===== config.mk =====
export PLATFORM = sky130hd
export DESIGN_NAME = uart_core_host
export DESIGN_NICKNAME = d
export VERILOG_FILES = /design/src/rtl/uart_core_host.sv
export SDC_FILE = /design/constraint.sdc
export NUM_CORES = 1
export LEC_CHECK = 0
export ABC_AREA = 1
export CAP_MARGIN = 20
export CORE_ASPECT_RATIO = 0.6
export CORE_MARGIN = 10
export CORE_UTILIZATION = 40
export CTS_BUF_LIST = sky130_fd_sc_hd__clkbuf_16
export DETAILED_ROUTE_END_ITERATION = 7
export PLACE_DENSITY_LB_ADDON = 0.25
export SETUP_SLACK_MARGIN = 0.2
export SLEW_MARGIN = 20
export SYNTH_ARGS = -nofsm -noshare
export SYNTH_HDL_FRONTEND = slang
export SYNTH_SLANG_ARGS = --single-unit
export TNS_END_PERCENT = 50

===== constraint.sdc =====
create_clock -name CLK -period 1.1 [get_ports CLK]
set_input_delay 0.33 -clock CLK [delete_from_list [all_inputs] [get_ports CLK]]
set_output_delay 0.33 -clock CLK [all_outputs]
set_load 0.02 [all_outputs]

===== src/rtl/uart_core_host.sv =====
`default_nettype none
// ============================================================================
// Module      : uart_core_host
// Description : Host-side controller for a CoreUART-style core. It turns the
//               core's CSN/OEN/WEN bus into TX and RX valid/ready byte streams.
// Revision    : 1.0 - initial release
// ============================================================================
module uart_core_host #(
    parameter logic [12:0] BAUD_VALUE    = 13'd1,
    parameter logic        CHAR_BIT8     = 1'b1,
    parameter logic        PARITY_ENABLE = 1'b0,
    parameter logic        PARITY_ODD    = 1'b0,
    parameter int unsigned HOLD_CYCLES   = 2
) (
    input  logic        CLK,
    input  logic        RESET_N,
    input  logic [7:0]  TX_DATA,
    input  logic        TX_VALID,
    output logic        TX_READY,
    output logic [7:0]  RX_DATA,
    output logic [2:0]  RX_ERR,
    output logic        RX_VALID,
    input  logic        RX_READY,
    output logic [7:0]  OVF_CNT,
    output logic        CSN,
    output logic        OEN,
    output logic        WEN,
    output logic [7:0]  DATA_IN,
    input  logic [7:0]  DATA_OUT,
    input  logic        TXRDY,
    input  logic        RXRDY,
    input  logic        PARITY_ERR,
    input  logic        FRAMING_ERR,
    input  logic        OVERFLOW,
    output logic [12:0] BAUD_VAL,
    output logic [2:0]  BAUD_VAL_FRACTION,
    output logic        BIT8,
    output logic        PARITY_EN,
    output logic        ODD_N_EVEN
);

    typedef enum logic [2:0] {
        S_IDLE   = 3'd0,
        S_WR_STB = 3'd1,
        S_RD_STB = 3'd2,
        S_RD_CAP = 3'd3,
        S_HOLD   = 3'd4
    } state_t;

    localparam logic [2:0] c_HOLD_LAST = 3'(HOLD_CYCLES - 1);

    state_t      r_state;
    state_t      w_state_next;
    logic [2:0]  r_hold_cnt;

    logic        r_txrdy_q;
    logic        r_rxrdy_q;

    logic [7:0]  r_tx_byte;
    logic        r_tx_full;
    logic        r_tx_ready;

    logic [7:0]  r_rx_data;
    logic [2:0]  r_rx_err;
    logic        r_rx_valid;

    logic        r_csn;
    logic        r_oen;
    logic        r_wen;
    logic [7:0]  r_data_in;

    logic        r_ovf_q;
    logic [7:0]  r_ovf_cnt;

    logic        w_tx_accept;
    logic        w_wr_issue;
    logic        w_tx_full_next;
    logic        w_csn_next;
    logic        w_oen_next;
    logic        w_wen_next;

    assign BAUD_VAL          = BAUD_VALUE;
    assign BAUD_VAL_FRACTION = 3'd0;
    assign BIT8              = CHAR_BIT8;
    assign PARITY_EN         = PARITY_ENABLE;
    assign ODD_N_EVEN        = PARITY_ODD;

    assign TX_READY = r_tx_ready;
    assign RX_DATA  = r_rx_data;
    assign RX_ERR   = r_rx_err;
    assign RX_VALID = r_rx_valid;
    assign OVF_CNT  = r_ovf_cnt;
    assign CSN      = r_csn;
    assign OEN      = r_oen;
    assign WEN      = r_wen;
    assign DATA_IN  = r_data_in;

    // Next state; strobes are registered from it so they line up with the state.
    always_comb begin
        w_state_next = r_state;
        case (r_state)
            S_IDLE: begin
                if (r_rxrdy_q && !r_rx_valid) begin
                    w_state_next = S_RD_STB;
                end else if (r_tx_full && r_txrdy_q) begin
                    w_state_next = S_WR_STB;
                end
            end
            S_WR_STB: w_state_next = S_HOLD;
            S_RD_STB: w_state_next = S_RD_CAP;
            S_RD_CAP: w_state_next = S_HOLD;
            S_HOLD: begin
                if (r_hold_cnt == c_HOLD_LAST) begin
                    w_state_next = S_IDLE;
                end
            end
            default: w_state_next = S_IDLE;
        endcase
    end

    always_comb begin
        w_csn_next = 1'b1;
        w_oen_next = 1'b1;
        w_wen_next = 1'b1;
        case (w_state_next)
            S_WR_STB: begin
                w_csn_next = 1'b0;
                w_wen_next = 1'b0;
            end
            S_RD_STB, S_RD_CAP: begin
                w_csn_next = 1'b0;
                w_oen_next = 1'b0;
            end
            default: begin
                w_csn_next = 1'b1;
            end
        endcase
    end

    assign w_wr_issue  = (w_state_next == S_WR_STB);
    assign w_tx_accept = TX_VALID && r_tx_ready;

    // Accept and write-issue never coincide: issue needs full, accept needs !full.
    always_comb begin
        w_tx_full_next = r_tx_full;
        if (w_tx_accept) begin
            w_tx_full_next = 1'b1;
        end else if (w_wr_issue) begin
            w_tx_full_next = 1'b0;
        end
    end

    always_ff @(posedge CLK) begin
        if (!RESET_N) begin
            r_state    <= S_IDLE;
            r_hold_cnt <= 3'd0;
            r_csn      <= 1'b1;
            r_oen      <= 1'b1;
            r_wen      <= 1'b1;
            r_data_in  <= 8'd0;
            r_txrdy_q  <= 1'b0;
            r_rxrdy_q  <= 1'b0;
        end else begin
            r_state    <= w_state_next;
            r_hold_cnt <= (r_state == S_HOLD) ? r_hold_cnt + 3'd1 : 3'd0;
            r_csn      <= w_csn_next;
            r_oen      <= w_oen_next;
            r_wen      <= w_wen_next;
            r_txrdy_q  <= TXRDY;
            r_rxrdy_q  <= RXRDY;
            if (w_wr_issue) begin
                r_data_in <= r_tx_byte;
            end
        end
    end

    always_ff @(posedge CLK) begin
        if (!RESET_N) begin
            r_tx_byte  <= 8'd0;
            r_tx_full  <= 1'b0;
            r_tx_ready <= 1'b0;
        end else begin
            r_tx_full  <= w_tx_full_next;
            r_tx_ready <= !w_tx_full_next;
            if (w_tx_accept) begin
                r_tx_byte <= TX_DATA;
            end
        end
    end

    always_ff @(posedge CLK) begin
        if (!RESET_N) begin
            r_rx_data  <= 8'd0;
            r_rx_err   <= 3'd0;
            r_rx_valid <= 1'b0;
        end else if (r_state == S_RD_CAP) begin
            r_rx_data  <= DATA_OUT;
            r_rx_err   <= {OVERFLOW, FRAMING_ERR, PARITY_ERR};
            r_rx_valid <= 1'b1;
        end else if (RX_READY) begin
            r_rx_valid <= 1'b0;
        end
    end

    always_ff @(posedge CLK) begin
        if (!RESET_N) begin
            r_ovf_q   <= 1'b0;
            r_ovf_cnt <= 8'd0;
        end else begin
            r_ovf_q <= OVERFLOW;
            if (OVERFLOW && !r_ovf_q && (r_ovf_cnt != 8'hFF)) begin
                r_ovf_cnt <= r_ovf_cnt + 8'd1;
            end
        end
    end

endmodule
`default_nettype wire


* After elaboration in Yosys (flattened, before gate mapping) *
Index checks and enable logic that the tools add are counted.

storage, ports and cells
  bits in registers = 50
  input port bits = 25
  output and inout bits = 51

operators by class
  $add $sub $neg = 2
  equal/unequal tests = 9
  multiplexer cells = 11
  reductions and logical operators = 14

operator list
  operator             count
  $eq 3x2->1 const B   4
  $pmux 3 s4           1
  $eq 3x1->1 const B   3
  $mux 3               3
  $add 8x1->8 const B  1
  $ne 8x8->1 const B   1
  $mux 1               7
  $logic_and 1x1->1    5
  $reduce_or 2->1      2
  $add 3x1->3 const B  1
  $eq 3x3->1 const B   1
  $logic_not 1->1      3
  $logic_not 3->1      1
  $reduce_or 3->1      1
  $reduce_and 2->1     1
  $reduce_bool 2->1    1

* Logic depth before layout (Yosys ltp) *
  depth in word-level cells = 8
  gate-level depth with buffers = 8

* Worst setup path after synthesis *
OpenSTA, ideal clock, no wires.

  path type = reg2reg
  start = register r_ovf_cnt[1], in the netlist OVF_CNT[1]
  end = register r_ovf_cnt[0], in the netlist OVF_CNT[0]
  setup time = 0.116 ns
  arrival = 1.253 ns
  required time = 0.984 ns
  slack = -0.268 ns
  stages on the path, launching flop included = 9
  path buffers = 0
  cells stage by stage = dfxtp_1 > ha_1 > nand2_1 > nor2_4 > nand2_2 > nand2_4 > inv_2 > nor2_1 > nor2_1

on the way
  longest elaborated chain between the ends = 2

ends and longest elaborated chain
  what                      line  RTL
  start: declaration        73    logic [7:0] r_ovf_cnt;
  start signal: assignment  212   r_ovf_cnt <= r_ovf_cnt + 8'd1;
  $ne 8x8->1                211   if (OVERFLOW && !r_ovf_q && (r_ovf_cnt != 8'hFF)) begin
  $logic_and 1x1->1         211

Every way passes these cells.
A chain may end at the register's enable or synchronous reset.

* Worst setup path after layout *
  start = register r_ovf_cnt[0], in the netlist OVF_CNT[0]
  end = register r_ovf_cnt[0], in the netlist OVF_CNT[0]

on the way
  longest elaborated chain between the ends = 2

ends and longest elaborated chain
  what
  parallel branches: the longest is 2 deep, another holds $add 8x1->8

Several ways; the timed one is not identified.

==> impl_metrics.env <==
export IMPL_fin_ws_ns=-0.173
export IMPL_synth_mux_area_share_pct=0
export IMPL_cts_buffers=5
export IMPL_core_sq_um=5000
export IMPL_drive_above_1_share_pct=48.3
export IMPL_drtIter0Drc=59
export IMPL_internal_power_uw=3340
export IMPL_vdd_drop_max_uv=661
export IMPL_synth_top_area_cell="dfxtp_1"
export IMPL_row_count=20
export IMPL_p_leak_uw=0.00155
export IMPL_dp_slack_ns=-0.438
export IMPL_dieHeight_microns=75.5
export IMPL_port_buffers=56
export IMPL_r2r_start="OVF_CNT[0]"
export IMPL_critPathCapture="OVF_CNT[0]"
export IMPL_ctsHoldBuffers=0
export IMPL_reg2regPathDepth=9
export IMPL_grt_ovfl_total=0
export IMPL_routed_wl_mm=6.08
export IMPL_final_max_slew_viol_count=0
export IMPL_synth_top_family_by_area="simple AND/OR/NAND/NOR gates"
export IMPL_place_gp_congestion=0.759
export IMPL_synthCells=268
export IMPL_grt_pass1_vias=1851
export IMPL_cts_htree_levels=2
export IMPL_grt_pass1_wl_mm=9.09
export IMPL_finalCriticalPeriod_ns=1.27
export IMPL_grt_max_degree=22
export IMPL_antenna_found_initial=0
export IMPL_criticalPathCategory="reg -> reg"
export IMPL_post_drt_via_cell_ratio=4.67
export IMPL_cp_required_ns=1.28
export IMPL_yosys_area_share_simple_pct=23.3
export IMPL_powerDensity_nw_per_um2=1320
export IMPL_drt_pre_antenna_iters=5
export IMPL_synth_seq_cells=50
export IMPL_grtUsageTotal_pct=12.9
export IMPL_cts_root_buf="clkbuf_16"
export IMPL_r2r_end="OVF_CNT[0]"
export IMPL_dp_hpwl_mm=3.93
export IMPL_area_growth_pct=67.2
export IMPL_max_freq_mhz=786
export IMPL_wire_per_inst_microns=14.3
export IMPL_layout_worst_path_cycle_share_pct=116
export IMPL_syn_cell_area_sq_um=2060
export IMPL_cts_tree="done"
export IMPL_clock_path_buffers=2
export IMPL_remaining_drc_errors=0
export IMPL_swShare_pct=26.7
export IMPL_startpoint_type="flop"
export IMPL_vias=1978
export IMPL_yosysSeqAreaShare_pct=48.7
export IMPL_yosysTopAreaCellShare_pct=48.7
export IMPL_place_inst=405
export IMPL_ant_nets=0
export IMPL_yosys_area_share_adder_pct=1.83
export IMPL_violations="negative setup slack"
export IMPL_yosys_warnings=0
export IMPL_arrival_ns=1.46
export IMPL_initial_core_util_pct=41.1
export IMPL_final_cells=424
export IMPL_io_pins=76
export IMPL_layout_nets=386
export IMPL_path_max_fanout=7
export IMPL_synthTopCellsByArea="dfxtp_1, nor2_1, o21ai_0"
export IMPL_finClkSkew_ns=0.00746
export IMPL_power_switching_uw=1210
export IMPL_mostFrequentLayoutCells="nor2_1, buf_6, dfxtp_2, clkdlybuf4s50_1, buf_4"
export IMPL_share_seq_of_total_power_pct=44.2
export IMPL_maxCapViolCount=0
export IMPL_cp_startpoint="OVF_CNT[0]"
export IMPL_pwr_share_comb_pct=20.7
export IMPL_min_path_type="reg -> reg"
export IMPL_status="complete, but fails checks"
export IMPL_clk_pin_slew_worst_paths_ns=0.07
export IMPL_rsz0062_at_grt="true"
export IMPL_ys_types=25
export IMPL_hold_violations=0
export IMPL_mostFrequentLayoutCell="nor2_1"
export IMPL_rrSetupSlack_ns=-0.17
export IMPL_setup_violations=21
export IMPL_clk_latency_ns=0.29
export IMPL_synth_xor_area_share_pct=1.70
export IMPL_die_area_sq_um=8500
export IMPL_dieWidth_microns=113
export IMPL_cts_num_sinks=50
export IMPL_end_kind="flop"
export IMPL_synth_area_per_cell_sq_um=7.67
export IMPL_synth_compound_area_share_pct=10.3
export IMPL_antenna_cells=0
export IMPL_power_frac_clock_pct=35.1
## final cells by class
| class | instances | area (sq um) |
|---|---|---|
| multi-input cells | 182 | 1070 |
| repair inverters | 1 | 11.3 |
| clock buffers | 6 | 150 |
| well taps | 66 | 82.6 |
| repair buffers | 92 | 946 |
| inverters | 26 | 118 |
| flip-flops and latches | 50 | 1060 |
| clock inverters | 1 | 3.75 |
| fillers | 389 | 1570 |
## what timing repair did
| item | in CTS | in global routing |
|---|---|---|
| hold endpoints to repair | 0 | 0 |
| pin swaps | 12 | 15 |
| cloned | 0 | 1 |
| setup buffers | 3 | 8 |
| setup endpoints to repair | 82 | 82 |
| resized for setup | 232 | 77 |
## flip-flops by register name, summed over array words and instances (netlist names)
register / cells
DATA_IN: 8
OVF_CNT: 8
RX_DATA: 8
r_tx_byte: 8
RX_ERR: 3
r_hold_cnt: 3
r_state: 3
CSN: 1
OEN: 1
RX_VALID: 1
TX_READY: 1
WEN: 1
r_ovf_q: 1
r_rxrdy_q: 1
r_tx_full: 1
r_txrdy_q: 1
## how the worst min path moves through the flow
stage                       start            end  slack [ns]  cells past startpoint
floorplan           r_hold_cnt[0]  r_hold_cnt[0]        0.42                      1
global placement    r_hold_cnt[0]  r_hold_cnt[0]        0.44                      1
detailed placement  r_hold_cnt[0]  r_hold_cnt[0]        0.45                      1
CTS                 r_hold_cnt[0]  r_hold_cnt[0]        0.46                      1
global route        r_hold_cnt[0]  r_hold_cnt[0]        0.48                      1
finish              r_hold_cnt[0]  r_hold_cnt[0]        0.46                      1
## per-layer routing
layer  global-route usage [%]  wire, microns  up-vias
met5                        0              0        -
met4                     3.78             66        0
met3                     5.74            496        9
met2                     19.5           2870       64
met1                     16.2           2640      925
li1                         -              -      980
## kinds of logic after synthesis
kind of cell,count (synthesis)
XOR/XNOR,4
other,2
adder cells (fa/ha/maj),3
AO/OA/AOI/OAI,42
AND/OR/NAND/NOR,114
buffers and inverters,53
flip-flops,50
## through the flow
stage | util (%) | power [uW] | setup TNS, ns | area, sq um | hold WS [ns]
after floorplan | - | 2450 | -0.115 | 2190 | 0.421
after global placement | 56.7 | 2720 | -17.44 | 2840 | 0.436
after detailed placement | 56.7 | 2730 | -17.65 | 2840 | 0.451
after CTS | 62.9 | 4380 | -1.12 | 3150 | 0.461
after global routing | 68.7 | 4730 | -3.57 | 3440 | 0.476
final | 68.7 | 4550 | -1.98 | 3440 | 0.459
## critical path, cell delays in order (launching register included)
cell     delay [ns]
dfxtp_4        0.35
buf_6          0.10
ha_4           0.14
nand2_4        0.06
nor2_4         0.09
nand2_2        0.08
nand2_4        0.12
inv_6          0.06
nor2_1         0.10
nor2_1         0.06
## power groups by stage
stage	registers (uW)	clock network [uW]	logic, uW
after global placement	2010	0	714
after floorplan	2090	0	365
final	2010	1600	940
after detailed placement	2010	0	717
after CTS	1990	1620	764
after global routing	2020	1690	1020
## synth_stat cells
cell and count:
nor2_2 2, nor2_1 65, nor3_2 1, nand2_1 33, clkbuf_2 1, nor2_4 2
buf_2 3, nand2_4 1, xnor2_1 2, ha_1 3, inv_2 4, buf_4 19
nand3_1 6, conb_1 2, a21oi_1 10, buf_6 1, nand4_1 3, a22oi_1 1
dfxtp_1 50, inv_1 21, clkinv_1 1, clkbuf_1 3, o21ai_0 31, nand2_2 1
xor2_1 2
(Power assumes the default switching activity.)
